`config.mk`:
```
export PLATFORM = sky130hd
export DESIGN_NAME = instruction_fetch
export DESIGN_NICKNAME = d
export VERILOG_FILES = /design/src/rtl/instruction_fetch.sv
export SDC_FILE = /design/constraint.sdc
export NUM_CORES = 1
export LEC_CHECK = 0
export ABC_AREA = 1
export BUFFER_PORTS_ARGS = -buffer_cell sky130_fd_sc_hd__buf_2
export CAP_MARGIN = 20
export CORE_MARGIN = 10
export CORE_UTILIZATION = 45
export CTS_CLUSTER_SIZE = 40
export DETAILED_ROUTE_END_ITERATION = 12
export PLACE_DENSITY = 0.7
export SLEW_MARGIN = 30
export SYNTH_ARGS = -nofsm -noshare
export SYNTH_HDL_FRONTEND = slang
export SYNTH_SLANG_ARGS = --single-unit
```
`constraint.sdc`:
```
create_clock -name clk -period 3.9 [get_ports clk]
set_input_delay 0.585 -clock clk [delete_from_list [all_inputs] [get_ports clk]]
set_output_delay 0.585 -clock clk [all_outputs]
set_load 0.005 [all_outputs]
```
`src/rtl/instruction_fetch.sv`:
```
// Fetch stage: holds the PC, requests words from the memory controller and
// forwards each returned word to the instruction queue. Optional icache: ICACHE_EN.
module instruction_fetch #(
  parameter logic [31:0] RESET_PC     = 32'h0,
  parameter int unsigned ICACHE_IDX_W = 8
) (
  input  logic        clk,
  input  logic        rst_n,
  input  logic        rdy,
  input  logic        rob_jump_valid,
  input  logic [31:0] rob_jump_pc,
  input  logic        iq_full,
  output logic        iq_inst_valid,
  output logic [31:0] iq_inst,
  output logic [31:0] iq_pc,
  output logic        mc_req,
  output logic [31:0] mc_addr,
  input  logic        mc_valid,
  input  logic [31:0] mc_inst
);

  typedef enum logic {
    S_IDLE,
    S_WAIT
  } state_t;

  state_t      state;
  logic [31:0] pc;
  logic        squash;
  logic [31:0] pc_plus4;
  logic        hit;
  logic [31:0] cache_word;

  assign pc_plus4 = pc + 32'd4;

  if (ICACHE_IDX_W < 1 || ICACHE_IDX_W > 29) begin : g_bad_idx_w
    $error("instruction_fetch: ICACHE_IDX_W must be in 1..29");
  end

`ifdef ICACHE_EN
  localparam int unsigned LINES = 1 << ICACHE_IDX_W;
  localparam int unsigned TAG_W = 30 - ICACHE_IDX_W;

  logic [LINES-1:0]        line_valid;
  logic [TAG_W-1:0]        tag_mem  [LINES];
  logic [31:0]             data_mem [LINES];
  logic [ICACHE_IDX_W-1:0] lookup_idx;
  logic [ICACHE_IDX_W-1:0] fill_idx;
  logic                    fill;

  assign lookup_idx = pc[ICACHE_IDX_W+1:2];
  assign fill_idx   = mc_addr[ICACHE_IDX_W+1:2];
  assign fill       = rdy && (state == S_WAIT) && mc_valid;
  assign hit        = line_valid[lookup_idx] &&
                      (tag_mem[lookup_idx] == pc[31:ICACHE_IDX_W+2]);
  assign cache_word = data_mem[lookup_idx];

  // Squashed responses still fill; lookups read pre-edge contents.
  always_ff @(posedge clk or negedge rst_n) begin
    if (!rst_n) begin
      line_valid <= '0;
    end else if (fill) begin
      line_valid[fill_idx] <= 1'b1;
    end
  end

  always_ff @(posedge clk) begin
    if (fill) begin
      tag_mem[fill_idx]  <= mc_addr[31:ICACHE_IDX_W+2];
      data_mem[fill_idx] <= mc_inst;
    end
  end
`else
  assign hit        = 1'b0;
  assign cache_word = '0;
`endif

  always_ff @(posedge clk or negedge rst_n) begin
    if (!rst_n) begin
      state         <= S_IDLE;
      pc            <= RESET_PC;
      squash        <= 1'b0;
      iq_inst_valid <= 1'b0;
      iq_inst       <= '0;
      iq_pc         <= '0;
      mc_req        <= 1'b0;
      mc_addr       <= '0;
    end else if (rdy) begin
      iq_inst_valid <= 1'b0;
      case (state)
        S_IDLE: begin
          if (rob_jump_valid) begin
            pc <= rob_jump_pc;
          end else if (!iq_full) begin
            if (hit) begin
              iq_inst_valid <= 1'b1;
              iq_inst       <= cache_word;
              iq_pc         <= pc;
              pc            <= pc_plus4;
            end else begin
              mc_req  <= 1'b1;
              mc_addr <= pc;
              state   <= S_WAIT;
            end
          end
        end
        S_WAIT: begin
          if (mc_valid) begin
            mc_req <= 1'b0;
            state  <= S_IDLE;
            if (!squash && !rob_jump_valid) begin
              iq_inst_valid <= 1'b1;
              iq_inst       <= mc_inst;
              iq_pc         <= pc;
              pc            <= pc_plus4;
            end else begin
              squash <= 1'b0;
              if (rob_jump_valid) pc <= rob_jump_pc;
            end
          end else if (rob_jump_valid) begin
            pc     <= rob_jump_pc;
            squash <= 1'b1;
          end
        end
        default: state <= S_IDLE;
      endcase
    end
  end

endmodule

```
==> results by group <==
Die
  – Die area: 19300 sq um
  – Initial core utilization: between 40% and 50%
  – FP Rows: 43
  – Die width: between 100 and 150 um
  – IO Pins: roughly 170
  – Chip Height: between 100 and 150 um
  – Core Region: approximately 14000 sq um

Drt
  – Wire per inst: roughly 16 um
  – DRT Pass-1 Iters: 4
  – DRC errors left: 0
  – Vias/cell: between 5 and 6
  – Final wirelength: 17900 um
  – Post-DRT Antenna Nets: 0
  – Initial DRC Count: 394
  – Via Count: roughly 5600

Timing
  – RSZ-0062 raised after global routing: false
  – Slew margin rel.: 44.2%
  – Post-route clock period utilization: between 50% and 60%
  – Final hold vios: 0
  – Fin Setup TNS: 0 ps
  – Slew @ Worst Pin: between 800 and 900 ps
  – Post-layout min period: about 2300 ps
  – Final setup viols: 0
  – Final slew viol count: 0
  – Setup Skew: about 10 ps
  – Hold slack: ~260 ps
  – Peak Freq: approximately 430 MHz

GRT
  – Global-route wire length before repair: about 29000 um
  – Largest net degree at the start of global routing: 103
  – GRT overflow: 0
  – Vias in the first global route: between 5000 and 6000
  – Antenna violations before repair: 0
  – GRT Total Usage: 18.3%

Clock network
  – CTS Hold Bufs: 0
  – Worst-path clk slew: approximately 60 ps
  – Max Buffers Root-to-Sink: 2
  – Clk_lat worst skew: ~430 ps
  – CTS tree: built
  – CTS buffer count: 17
  – CTS sink cnt: around 130
  – CTS resizes: 0
  – CTS H-tree lvls: 4
  – Post-CTS Setup Bufs: 0
  – CTS root buffer: clkbuf_16

Synth
  – Syn_area_per_cell: around 8.6 sq um
  – Cell Area, Synth: between 6000 and 7000 sq um
  – Synth cell types: 32
  – Yosys warning total: 0
  – Synth Area in Compound Gates: between 10 and 15%
  – Post-synthesis mux area share: 7.53%
  – Seq/Total Area, Yosys: 51.8%
  – Area leader, netlist: dfrtp_1
  – Post-Synth Simple-Gate Area: 22.6%
  – Synth top area cells: dfrtp_1, nand2_1, o21ai_0, mux2_4, nand3_1
  – Top cell type's share of synthesized area: about half
  – Post-Synth XOR/XNOR Area: less than 1%
  – Async SR Flop Fraction: 100%
  – Post-Syn Nets: 810
  – Prevailing post-synth register cell: dfrtp_1
  – Cells after synthesis: 739
  – Post-Synth Adder-Cell Area: 0.196%
  – FF+latch count, synth: around 130
  – Post-synth EDFFs: 0
  – Largest family of logic cells by synthesized area: simple AND/OR/NAND/NOR gates

Pwr
  – Total power: just under 5000 uW
  – Pwr per Cell Area: 613 nW/um^2
  – Static leakage: approximately 0.004 uW
  – Max IR drop VDD: 0.377 mV

Critical path
  – Worst path required time: 4210 ps
  – Reg2reg setup slack: about 2000 ps
  – Reg2Reg Depth: 5
  – CP Max Fanout: 45
  – Crit path kind: in2reg
  – Reg-to-Reg Start: state
  – Crit end category: flop
  – Capturing point of the worst reg2reg path: iq_inst[4]
  – Data arrival time of the worst path: ~2600 ps
  – Worst setup SP type: input port
  – Crit. Startpoint: rob_jump_valid

Job
  – Max-cap violation count: 0

Finish
  – Nets@finish: 969
  – Fillcell total: about 1300
  – Layout area overhead: 24.4%
  – Share of cells above drive strength 1: approximately 28%
  – Final design area excluding fillers: 7940 sq um

Run status
  – Status: finished, final reports clean

Place
  – Cell Area, Placed: approximately 7300 sq um
  – Detailed-placement wirelength estimate: around 13000 um
  – Routability-driven placement congestion ratio: about 0.93
  – # port buffers: around 170

Min path
  – Hold WC Path Type: in2async
-- registers in the layout, indices dropped and copies added (netlist names) --
name and cells:
iq_inst 32, iq_inst_valid 1, pc 32, mc_req 1
mc_addr 32, state 1, squash 1, iq_pc 32
-- final cells by class --
| type | count | area (sq um) | area share, % |
|---|---|---|---|
| antenna | 2 | 5.00 | 0.0631 |
| clock buffer | 18 | 439 | 5.53 |
| clock inverter | 14 | 176 | 2.22 |
| inverter | 52 | 196 | 2.48 |
| multi-input combinational | 521 | 2690 | 33.9 |
| sequential | 132 | 3300 | 41.6 |
| tap | 180 | 225 | 2.84 |
| timing repair buffer | 174 | 897 | 11.3 |
-- logic make-up (layout without fill, tap and decap cells) --
family / Yosys count / in the layout
flops: 132 / 132
compound gates: 137 / 137
other cells: 0 / 2
simple gates: 349 / 349
fa+ha+maj: 1 / 1
buf+inv: 86 / 258
xor+xnor: 2 / 2
mux: 32 / 32
-- report_power, final --
group          internal (uW)  switching [uW]
Combinational            598             583
Clock                   1030             628
Sequential              1780             253
-- cells in the mapped netlist (2+ instances only) --
library cell and count:
o22ai_1 2, o221ai_1 2, inv_1 48, nand2_2 4, nand4_1 6, nand3_1 45
xor2_1 2, mux2_4 32, dfrtp_1 132, inv_2 2, o21ai_1 3, buf_6 8
buf_2 10, o211ai_1 4, a21oi_1 20, nor2_2 5, nor3_1 4, clkbuf_1 15
o21ai_0 101, nand2_1 224, nor2_1 57, o311ai_1 3
-- worst max-delay path by stage --
| stage | end | slack (ps) | cells past startpoint |
|---|---|---|---|
| 4_1_cts | iq_inst[4] | 1610 | 5 |
| 2_1_floorplan | iq_inst[0] | 2220 | 7 |
| 3_5_place_dp | mc_addr[8] | 1160 | 6 |
| 5_1_grt | iq_inst[4] | 1470 | 5 |
| 6_report | iq_inst[4] | 1590 | 5 |
| 3_3_place_gp | mc_addr[8] | 1190 | 6 |
-- worst max-delay path: stages --
cell and delay (ps):
buf_2 640, nor2_8 120, nand2_4 510, buf_4 390, mux2_4 330
-- routing by layer --
metal | wire length (um) | vias up | track usage, %
li1 | - | 2752 | -
met1 | 8400 | 2580 | 24.6
met2 | 7700 | 221 | 27.1
met3 | 1600 | 14 | 6.85
met4 | 209 | 0 | 5.05
met5 | 0 | - | 0
-- through the flow --
step	cells	worst slack, ps	util, %
finish	1093	1590	57.2
global route	1091	1470	57.1
CTS	1091	1610	57.1
detailed placement	1059	1160	52.6
global placement	1059	1190	52.6
floorplan	739	2220	-
-- placed cells by master, fill, tap and decap left out, types with 3 or more instances in the layout --
| cell type | n |
|---|---|
| a21oi_1 | 20 |
| o211ai_1 | 4 |
| o21ai_1 | 3 |
| o21ai_0 | 101 |
| nor2_2 | 5 |
| nand2_1 | 224 |
| bufinv_16 | 3 |
| inv_1 | 48 |
| nor2_1 | 57 |
| nand2_2 | 3 |
| mux2_4 | 32 |
| buf_4 | 7 |
| inv_6 | 3 |
| nand3_1 | 44 |
| clkinvlp_4 | 5 |
| buf_2 | 166 |
| o311ai_1 | 3 |
| nand4_1 | 6 |
| clkbuf_16 | 17 |
| nor3_1 | 4 |
| dfrtp_1 | 132 |
Power figures use the tool's default switching activity.
